$ cat config.mk
export PLATFORM = sky130hd
export DESIGN_NAME = player_ctrl
export DESIGN_NICKNAME = d
export VERILOG_FILES = /design/src/rtl/player_ctrl.sv
export SDC_FILE = /design/constraint.sdc
export NUM_CORES = 1
export LEC_CHECK = 0
export CELL_PAD_IN_SITES_DETAIL_PLACEMENT = 0
export CELL_PAD_IN_SITES_GLOBAL_PLACEMENT = 1
export CORE_MARGIN = 2
export CORE_UTILIZATION = 49
export DETAILED_ROUTE_END_ITERATION = 10
export MAX_ROUTING_LAYER = met4
export PLACE_DENSITY_LB_ADDON = 0.1
export SYNTH_ARGS = -nofsm -noshare
export SYNTH_HDL_FRONTEND = slang
export SYNTH_SLANG_ARGS = --single-unit
export TNS_END_PERCENT = 20
$ cat constraint.sdc
create_clock -name clk -period 3.8 [get_ports clk]
set_input_delay 0.76 -clock clk [delete_from_list [all_inputs] [get_ports clk]]
set_output_delay 0.76 -clock clk [all_outputs]
set_load 0.05 [all_outputs]
$ cat src/rtl/player_ctrl.sv
// rtl/player_ctrl.sv - music player control: button debounce, mode FSM, song/pause tracking, output muxing
// Optional feature macro: PLAYER_CTRL_AUTONEXT_EN (song_end advances the song instead of pausing)
module player_ctrl #(
  parameter int NUM_SONGS  = 4,
  parameter int SONG_W     = 2,
  parameter int DEB_CYCLES = 2000000,
  parameter int LED_W      = 8
) (
  input  logic              clk,
  input  logic              rst_n,
  input  logic [2:0]        button,
  input  logic [2:0]        mode,
  input  logic              song_end,
  input  logic              speaker_auto,
  input  logic              speaker_key,
  input  logic              speaker_study,
  input  logic [LED_W-1:0]  led_auto,
  input  logic [LED_W-1:0]  led_study,
  output logic [SONG_W-1:0] song_num,
  output logic              pause,
  output logic              song_chg,
  output logic [1:0]        state,
  output logic              speaker,
  output logic [LED_W-1:0]  led
);

  localparam int CNT_W = $clog2(DEB_CYCLES);
  localparam logic [CNT_W-1:0]  CNT_MAX  = CNT_W'(DEB_CYCLES - 1);
  localparam logic [SONG_W-1:0] SONG_MAX = SONG_W'(NUM_SONGS - 1);

  typedef enum logic [1:0] {
    S_IDLE   = 2'd0,
    S_AUTO   = 2'd1,
    S_MANUAL = 2'd2,
    S_STUDY  = 2'd3
  } state_t;

  logic [2:0]       sync1_q, sync2_q;
  logic [1:0]       vld_q;
  logic [CNT_W-1:0] cnt_q [3];
  logic [CNT_W-1:0] cnt_d [3];
  logic [2:0]       deb_q, deb_d, deb_dly_q;
  logic [2:0]       arm_q, arm_d;
  logic [2:0]       pulse;
  logic             prev_p, pause_p, next_p;

  state_t            state_q, state_d;
  logic [SONG_W-1:0] song_num_q, song_num_d, song_last_q;
  logic              pause_q, pause_d;
  logic              song_chg_q;
  logic              speaker_q, speaker_d;
  logic [LED_W-1:0]  led_q, led_d;
  logic              play, auto_run, step_up, end_pause;

  // Two-flop synchroniser; vld_q marks when sync2_q holds a real post-reset sample
  always_ff @(posedge clk or negedge rst_n) begin
    if (!rst_n) begin
      sync1_q <= '0;
      sync2_q <= '0;
      vld_q   <= '0;
    end else begin
      sync1_q <= button;
      sync2_q <= sync1_q;
      vld_q   <= {vld_q[0], 1'b1};
    end
  end

  // Per-bit debounce counter; a button is armed only once it is seen released after reset
  always_comb begin
    for (int i = 0; i < 3; i++) begin
      deb_d[i] = deb_q[i];
      cnt_d[i] = '0;
      if (sync2_q[i] != deb_q[i]) begin
        if (cnt_q[i] == CNT_MAX) begin
          deb_d[i] = sync2_q[i];
        end else begin
          cnt_d[i] = cnt_q[i] + 1'b1;
        end
      end
      arm_d[i] = arm_q[i] | (vld_q[1] & ~sync2_q[i]);
    end
  end

  // Debounce state registers
  always_ff @(posedge clk or negedge rst_n) begin
    if (!rst_n) begin
      for (int i = 0; i < 3; i++) cnt_q[i] <= '0;
      deb_q     <= '0;
      deb_dly_q <= '0;
      arm_q     <= '0;
    end else begin
      for (int i = 0; i < 3; i++) cnt_q[i] <= cnt_d[i];
      deb_q     <= deb_d;
      deb_dly_q <= deb_q;
      arm_q     <= arm_d;
    end
  end

  assign pulse   = deb_q & ~deb_dly_q & arm_q;
  assign prev_p  = pulse[0];
  assign pause_p = pulse[1];
  assign next_p  = pulse[2];

  assign play     = (state_q == S_AUTO) || (state_q == S_STUDY);
  assign auto_run = (state_q == S_AUTO) && !pause_q && song_end;

`ifdef PLAYER_CTRL_AUTONEXT_EN
  assign step_up   = next_p | auto_run;
  assign end_pause = 1'b0;
`else
  assign step_up   = next_p;
  assign end_pause = auto_run;
`endif

  // Next-state for mode FSM, song index, pause flag and output muxes
  always_comb begin
    case (mode)
      3'b011:  state_d = S_AUTO;
      3'b001:  state_d = S_MANUAL;
      3'b111:  state_d = S_STUDY;
      default: state_d = S_IDLE;
    endcase

    song_num_d = song_num_q;
    pause_d    = pause_q;
    if (play) begin
      if (pause_p) pause_d = ~pause_q;
      if (step_up && !prev_p) begin
        song_num_d = (song_num_q == SONG_MAX) ? '0 : song_num_q + 1'b1;
      end else if (prev_p && !step_up) begin
        song_num_d = (song_num_q == '0) ? SONG_MAX : song_num_q - 1'b1;
      end
      if (end_pause) pause_d = 1'b1;
    end
    if ((state_d == S_IDLE) || (state_d == S_MANUAL)) begin
      pause_d = 1'b1;
    end else if (state_d != state_q) begin
      pause_d = 1'b0;
    end

    speaker_d = 1'b0;
    led_d     = '0;
    case (state_q)
      S_AUTO: begin
        speaker_d = speaker_auto & ~pause_q;
        led_d     = led_auto;
      end
      S_MANUAL: speaker_d = speaker_key;
      S_STUDY: begin
        speaker_d = speaker_study | speaker_key;
        led_d     = led_study;
      end
      default: ;
    endcase
  end

  // Mode FSM with registered outputs; song_chg fires the cycle after song_num moves
  always_ff @(posedge clk or negedge rst_n) begin
    if (!rst_n) begin
      state_q     <= S_IDLE;
      song_num_q  <= '0;
      song_last_q <= '0;
      pause_q     <= 1'b1;
      song_chg_q  <= 1'b0;
      speaker_q   <= 1'b0;
      led_q       <= '0;
    end else begin
      state_q     <= state_d;
      song_num_q  <= song_num_d;
      song_last_q <= song_num_q;
      pause_q     <= pause_d;
      song_chg_q  <= (song_num_q != song_last_q);
      speaker_q   <= speaker_d;
      led_q       <= led_d;
    end
  end

  assign song_num = song_num_q;
  assign pause    = pause_q;
  assign song_chg = song_chg_q;
  assign state    = state_q;
  assign speaker  = speaker_q;
  assign led      = led_q;

endmodule

Word-level counts from Yosys, hierarchy flattened
Index checks and enable logic that the tools add are counted.
- register bits: 97
- bits of input ports: 28
- output and inout bits: 15
- logic and storage cells: 91
- add/sub/neg operators: 5
- equality and inequality tests: 16
- muxes and demuxes: 18
- bitwise logic cells: 15
- reduce and logical (&&, ||, !) cells: 19
- operator list (kind ; number):
    $mux 21 ; 6
    $add 21x1->21 const B ; 3
    $eq 21x21->1 const B ; 3
    $pmux 8 s2 ; 1
    $reduce_and 2->1 ; 5
    $eq 2x2->1 const B ; 4
    $mux 2 ; 4
    $and 3x3->3 ; 2
    $pmux 2 s3 ; 1
    $mux 1 ; 5
    $and 1x1->1 ; 4
    $logic_and 1x1->1 ; 4
    $logic_not 2->1 ; 2
    $ne 2x2->1 ; 2
    $not 1->1 ; 4
    $or 1x1->1 ; 4
    $reduce_bool 4->1 ; 1
    $eq 3x1->1 const B ; 1
    $eq 3x2->1 const B ; 1
    $eq 3x3->1 const B ; 1
    $logic_not 1->1 ; 3
    $ne 1x1->1 ; 3
    $not 3->3 ; 1
    $pmux 1 s3 ; 1
    6 further kinds ; 7

Depth between registers and ports, before layout
Gate-level depths: netlist of the first run.
- depth in word-level cells: 8
- gate-level depth with buffers: 7
- mapped depth without buffers: 6

Worst setup path after synthesis of the first run
OpenSTA, ideal clock, no wires.
- path type: register to register
- start: reg cnt_q[42] in the netlist's numbering
- end: reg cnt_q[51] in the netlist's numbering
- setup time: 0.119 ns
- arrival time: 1.865 ns
- data required time: 3.681 ns
- path slack: 1.817 ns
- cell stages (with the launch flop): 8
- path buffers: 2
- period minus slack after synthesis: 1.983 ns
- cell sequence: dfrtp_1 > ha_1 > clkbuf_1 > inv_1 > or4_1 > o21bai_4 > buf_4 > nor2_1
- RTL lines (element ; RTL line ; text):
    start: declaration ; 40 ; logic [CNT_W-1:0] cnt_q [3];

Worst setup path in the final report of the first run
- start: reg state_q[1], in the netlist state[1]
- end: out state[1]
- RTL lines (element ; RTL line ; text):
    start: declaration ; 47 ; state_t state_q, state_d;
    start signal: assignment ; 168 ; state_q <= state_d;
    end: declaration ; 22 ; output logic [1:0] state,
No word-level cell between the ends.

==> results of run 1 <==
## registers in the layout (all words and copies together) (netlist names)
| register | cells |
|---|---|
| song_num | 2 |
| pause | 1 |
| sync1_q | 3 |
| state | 2 |
| song_last_q | 2 |
| deb_q | 3 |
| led | 8 |
| deb_dly_q | 3 |
| speaker | 1 |
| vld_q | 2 |
| arm_q | 3 |
| cnt_q | 63 |
| song_chg | 1 |
| sync2_q | 3 |
## layer usage
| metal | vias up | global-route usage, % | part of all wire [%] |
|---|---|---|---|
| met4 | 0 | 7.17 | 1.3 |
| met5 | - | - | 0 |
| li1 | 1624 | - | - |
| met2 | 51 | 27.7 | 45 |
| met3 | 9 | 3.81 | 3.6 |
| met1 | 1559 | 25.9 | 50 |
## synth_stat cells, types with 10 or more instances
library cell	count	area share, %
nand2_1	22	1.8
or4_1	10	1.6
nand3_1	27	3.0
nand4_1	19	2.6
dfrtp_1	96	53
xnor2_1	19	3.6
inv_1	20	1.6
nor2_1	45	3.7
or3_1	13	1.8
a21oi_1	23	2.5
o21ai_0	16	1.8
xor2_1	24	4.6
## final cells by class
cell class | instances | area [um2]
Inverter | 20 | 75.1
Sequential cell | 97 | 2430
Clock inverter | 7 | 77.6
Clock buffer | 9 | 124
Multi-Input combinational cell | 306 | 1990
Timing Repair Buffer | 44 | 433
Tap cell | 111 | 139
Fill cell | 775 | 3880
## cells by family after synthesis
kind of cell / after synthesis / synth area share, %
and+or+nand+nor: 187 / 22.5
DFF: 97 / 53.3
AOI/OAI and AO/OA: 57 / 8.48
xor gates and xnor gates: 43 / 8.26
buffers and inverters: 33 / 3.10
muxes: 12 / 2.72
adders and majority gates: 6 / 1.65
other: 1 / 0.0822
## power by group
| group | internal, mW | switching, mW |
|---|---|---|
| combinational | 0.0610 | 0.0801 |
| clock | 0.311 | 0.374 |
| sequential | 1.05 | 0.0188 |
| total | 1.42 | 0.472 |
## final timing paths
| check | startpoint | to | slack [ns] | cells past startpoint |
|---|---|---|---|---|
| max | state[1] | state[1] | 1.01 | 1 |
| min | sync1_q[2] | sync2_q[2] | 0.36 | 0 |
| max reg2reg | cnt_q[23] | cnt_q[29] | 1.53 | 4 |
| min reg2reg | sync1_q[2] | sync2_q[2] | 0.36 | 0 |
| max in group asynchronous | rst_n | cnt_q[44] | 2.59 | 2 |
| min in group asynchronous | rst_n | cnt_q[11] | 0.44 | 1 |
## metrics by stage
step,hold slack (ns),util [%],setup WS [ns]
after global placement,0.332,55.4,1.41
after floorplan,0.331,-,1.82
after global routing,0.382,57.6,0.931
after CTS,0.359,57.6,0.975
final,0.358,57.6,1.01
after detailed placement,0.338,55.4,1.38
==> results.ini, run 1 <==
[drt]
ant_nets=0
via_per_inst=5.46
via_count=3243
routed_wl_mm=8.35
dr.pass1.iters=4
drtIter0Drc=125
route.detailed.drc=0
wire_per_inst_um=14.1

[power]
power_leakage_nw=2.18
total_power_mw=1.90
peakVddDrop_mv=0.243
power_density_nw_per_um2=360

[global_routing]
grt_max_degree=60
grt_usage_pct=18.8
grt_pass1_vias=3116
overflow=0
grt_pass1_wl_mm=14.8
antenna_found_initial=0

[hold_path]
hold_path_class=flop to flop

[die]
die_w_um=100
start_util_pct=49.8
core_area_um2=9150
die_area_um2=10100
pin_count=43
fp-row-count=35
dieHeight_um=100

[logic_synthesis]
syn_area_um2=4560
synthCells=436
syn_avg_cell_area_um2=10.5
ys_seq_elements=97
yosys.cell_types.count=46
synthesis.nets=470
synth_edf_count=0
synth_warnings=0
async_flop_share_pct=100
ys_seq_area_share_pct=53.3
ys.flop_type=dfrtp_1

[critical_path]
slowest_delay_ns=0.93
crit_path_start_kind=flop
critPathArrivalTime_ns=2.03
cp.required_ns=3.04
critPathKind=flop to output pin
path_buf_inv=1
path_cells=clkdlybuf4s50_1
cp_max_fo=14
crit_slowest_cell=clkdlybuf4s50_1
path_delay_family=buffers and inverters
endpoint_kind=output pin

[finish]
drive_above_1_share_pct=6.83
nets=512
fin_area_um2=5270
layout_common_cells=96 x dfrtp_1, 45 x nor2_1, 41 x clkdlybuf4s50_1
final_common_cell=dfrtp_1
finalNonFillerCells=594
diodes=0
area_growth_pct=15.5

[run_status]
status=complete, no violations

[clock_tree]
ctsHoldBuffers=0
clkSlewWorstSetupHoldPaths_ns=0.09
insertion_delay_ns=0.36
h-tree-depth=3
cts_sinks=97
post_cts_resized=0
root_buffer=clkbuf_8
clock_path_buffers=2
cts_setup_buffers=0
cts_buffers=9
cts_tree=built

[sta]
rsz0062_at_grt=no
maxSlewViolCount=0
setup_viol=0
fin_crit_sh_pct=73.4
min_period_ns=2.79
tns_ns=0
worst-slew-pin-transition_ns=1.01
fin_skew_ns=0.00970
slew_headroom_pct=32.3
hold_violations=0
clock.fmax_mhz=359

[placement]
dpl.hpwl_mm=5.80
placed_cells=578
place_area_um2=5070
portBuffers=42
gp_congestion=0.852

[job]
drv_cap=0

Power figures use the tool's default switching activity.
==> inputs of run 2 (changes only) <==
Settings changed: CORE_UTILIZATION 49 to 45.
Clock period 3.8 ns to 2.7 ns, I/O delays scaled along.
==> run 2 against run 1 <==
  * Count of clock-buffer cells in the layout unchanged
  * First-iteration DRC count down 10%
  * Hold slack worse by 0.28 ns
  * Clock power up 38%
  * Cell area up 1.3%
  * Sequential power up 40%
  * Global-route usage down 1.7 points
  * Wire length up 2.2%
  * Core utilization down 3.2 points
  * Sequential share of layout area down 0.58 points
  * Via count up 2.4%
  * Sequential cell count unchanged
  * Largest cell class unchanged
  * Highest routed layer unchanged
==> results.ini, run 2 (synthesized netlist as in run 1, its figures left out) <==
[finish]
regMostFlops=cnt_q
diodes=0
final_common_cell=dfrtp_1
layout_common_cells=96 x dfrtp_1, 45 x nor2_1, 41 x clkdlybuf4s50_1
drive_above_1_share_pct=7.60
area_growth_pct=17.0
register_area_um2=2430
nets=517
fin_util_pct=54.3
fillers=937
largest_reg_flops=63
multi_input_area_um2=1990

[global_routing]
grt_pass1_vias=3262
grt_max_degree=53
grt_usage_pct=17.1
antenna_found_initial=0
overflow=0
grt_pass1_wl_mm=15.0

[clock_tree]
cts_tree=built
clkSlewWorstSetupHoldPaths_ns=0.09
cts_setup_buffers=0
clock_path_buffers=2
ctsHoldBuffers=0
h-tree-depth=3
cts_sinks=97
post_cts_resized=0
insertion_delay_ns=0.37
cts_buffers=9
root_buffer=clkbuf_8

[sta]
fin_skew_ns=0.00690
min_period_ns=2.31
tns_ns=0
worst-slew-pin-transition_ns=0.603
hold_violations=0
maxSlewViolCount=0
rsz0062_at_grt=no
fin_crit_sh_pct=85.5
setup_viol=0
slew_headroom_pct=59.5
clock.fmax_mhz=433

[hold_path]
hold_path_class=primary input to async pin

[die]
die_w_um=105
dieHeight_um=105
fp-row-count=36
die_area_um2=11000
start_util_pct=46.4
core_area_um2=9820
pin_count=43

[critical_path]
critPathKind=flop to output pin
path_cells=clkdlybuf4s50_1
cp_max_fo=12
path_delay_family=buffers and inverters
slowest_delay_ns=0.87
endpoint_kind=output pin
crit_path_start_kind=flop
path_buf_inv=1
cp.required_ns=2.16
crit_slowest_cell=clkdlybuf4s50_1
critPathArrivalTime_ns=1.77

[placement]
portBuffers=42
dpl.hpwl_mm=5.98
gp_congestion=0.811

[power]
power_density_nw_per_um2=498
power_leakage_nw=2.20
peakVddDrop_mv=0.399

[drt]
route.detailed.drc=0
ant_nets=0
via_per_inst=5.36
dr.pass1.iters=4
via_count=3322
routed_wl_mm=8.54
wire_per_inst_um=13.8
drtIter0Drc=112

[run_status]
status=complete, no violations

[job]
drv_cap=0

-- run 2: worst register-to-register path: cells and delay by family (launching register included) --
| kind | cells | cell delay [ns] |
|---|---|---|
| compound gates | 1 | 0.16 |
| fa+ha+maj | 1 | 0.29 |
| flops | 1 | 0.42 |
| simple gates | 3 | 1.22 |
-- run 2: metal layers --
metal	up-vias	GRT usage, %	share of wire [%]
li1	1625	-	-
met1	1640	21.4	48
met2	53	27.3	47
met3	4	5.49	4.1
met4	0	3.81	0.68
met5	-	-	0
-- run 2: area by class of cell --
type | instances | area share [%]
Tap cell | 133 | 3.12
Clock buffer | 9 | 2.32
Multi-Input combinational cell | 306 | 37.3
Sequential cell | 97 | 45.5
Timing Repair Buffer | 49 | 9.05
Clock inverter | 6 | 1.27
Inverter | 20 | 1.41
-- run 2: metrics by stage --
stage	instances	hold WS (ns)	setup WS, ns	instance area, um2	total power [mW]
after detailed placement	605	0.337	0.590	5140	1.75
after floorplan	436	0.244	0.717	4560	1.63
after global routing	620	0.0788	0.268	5340	2.79
after global placement	605	0.334	0.660	5140	1.74
final	620	0.0772	0.393	5340	2.66
after CTS	620	0.0735	0.333	5340	2.71
-- run 2: final timing paths --
| kind | start | to | slack [ns] | cells past startpoint |
|---|---|---|---|---|
| setup / recovery | state[0] | state[0] | 0.39 | 1 |
| hold / removal | rst_n | cnt_q[15] | 0.08 | 1 |
| setup reg to reg | cnt_q[0] | cnt_q[20] | 0.55 | 5 |
| hold reg to reg | vld_q[0] | vld_q[1] | 0.36 | 0 |
| max in group asynchronous | rst_n | pause | 1.99 | 2 |
| min in group clk | vld_q[0] | vld_q[1] | 0.36 | 0 |
-- run 2: where the power goes --
part / total (mW) / internal, mW / switching, mW / leakage [nW]
clock: 0.948 / 0.428 / 0.520 / 0.0921
sequential: 1.50 / 1.48 / 0.0200 / 1.30
combinational: 0.212 / 0.0920 / 0.120 / 0.803
total: 2.66 / 2.00 / 0.660 / 2.20
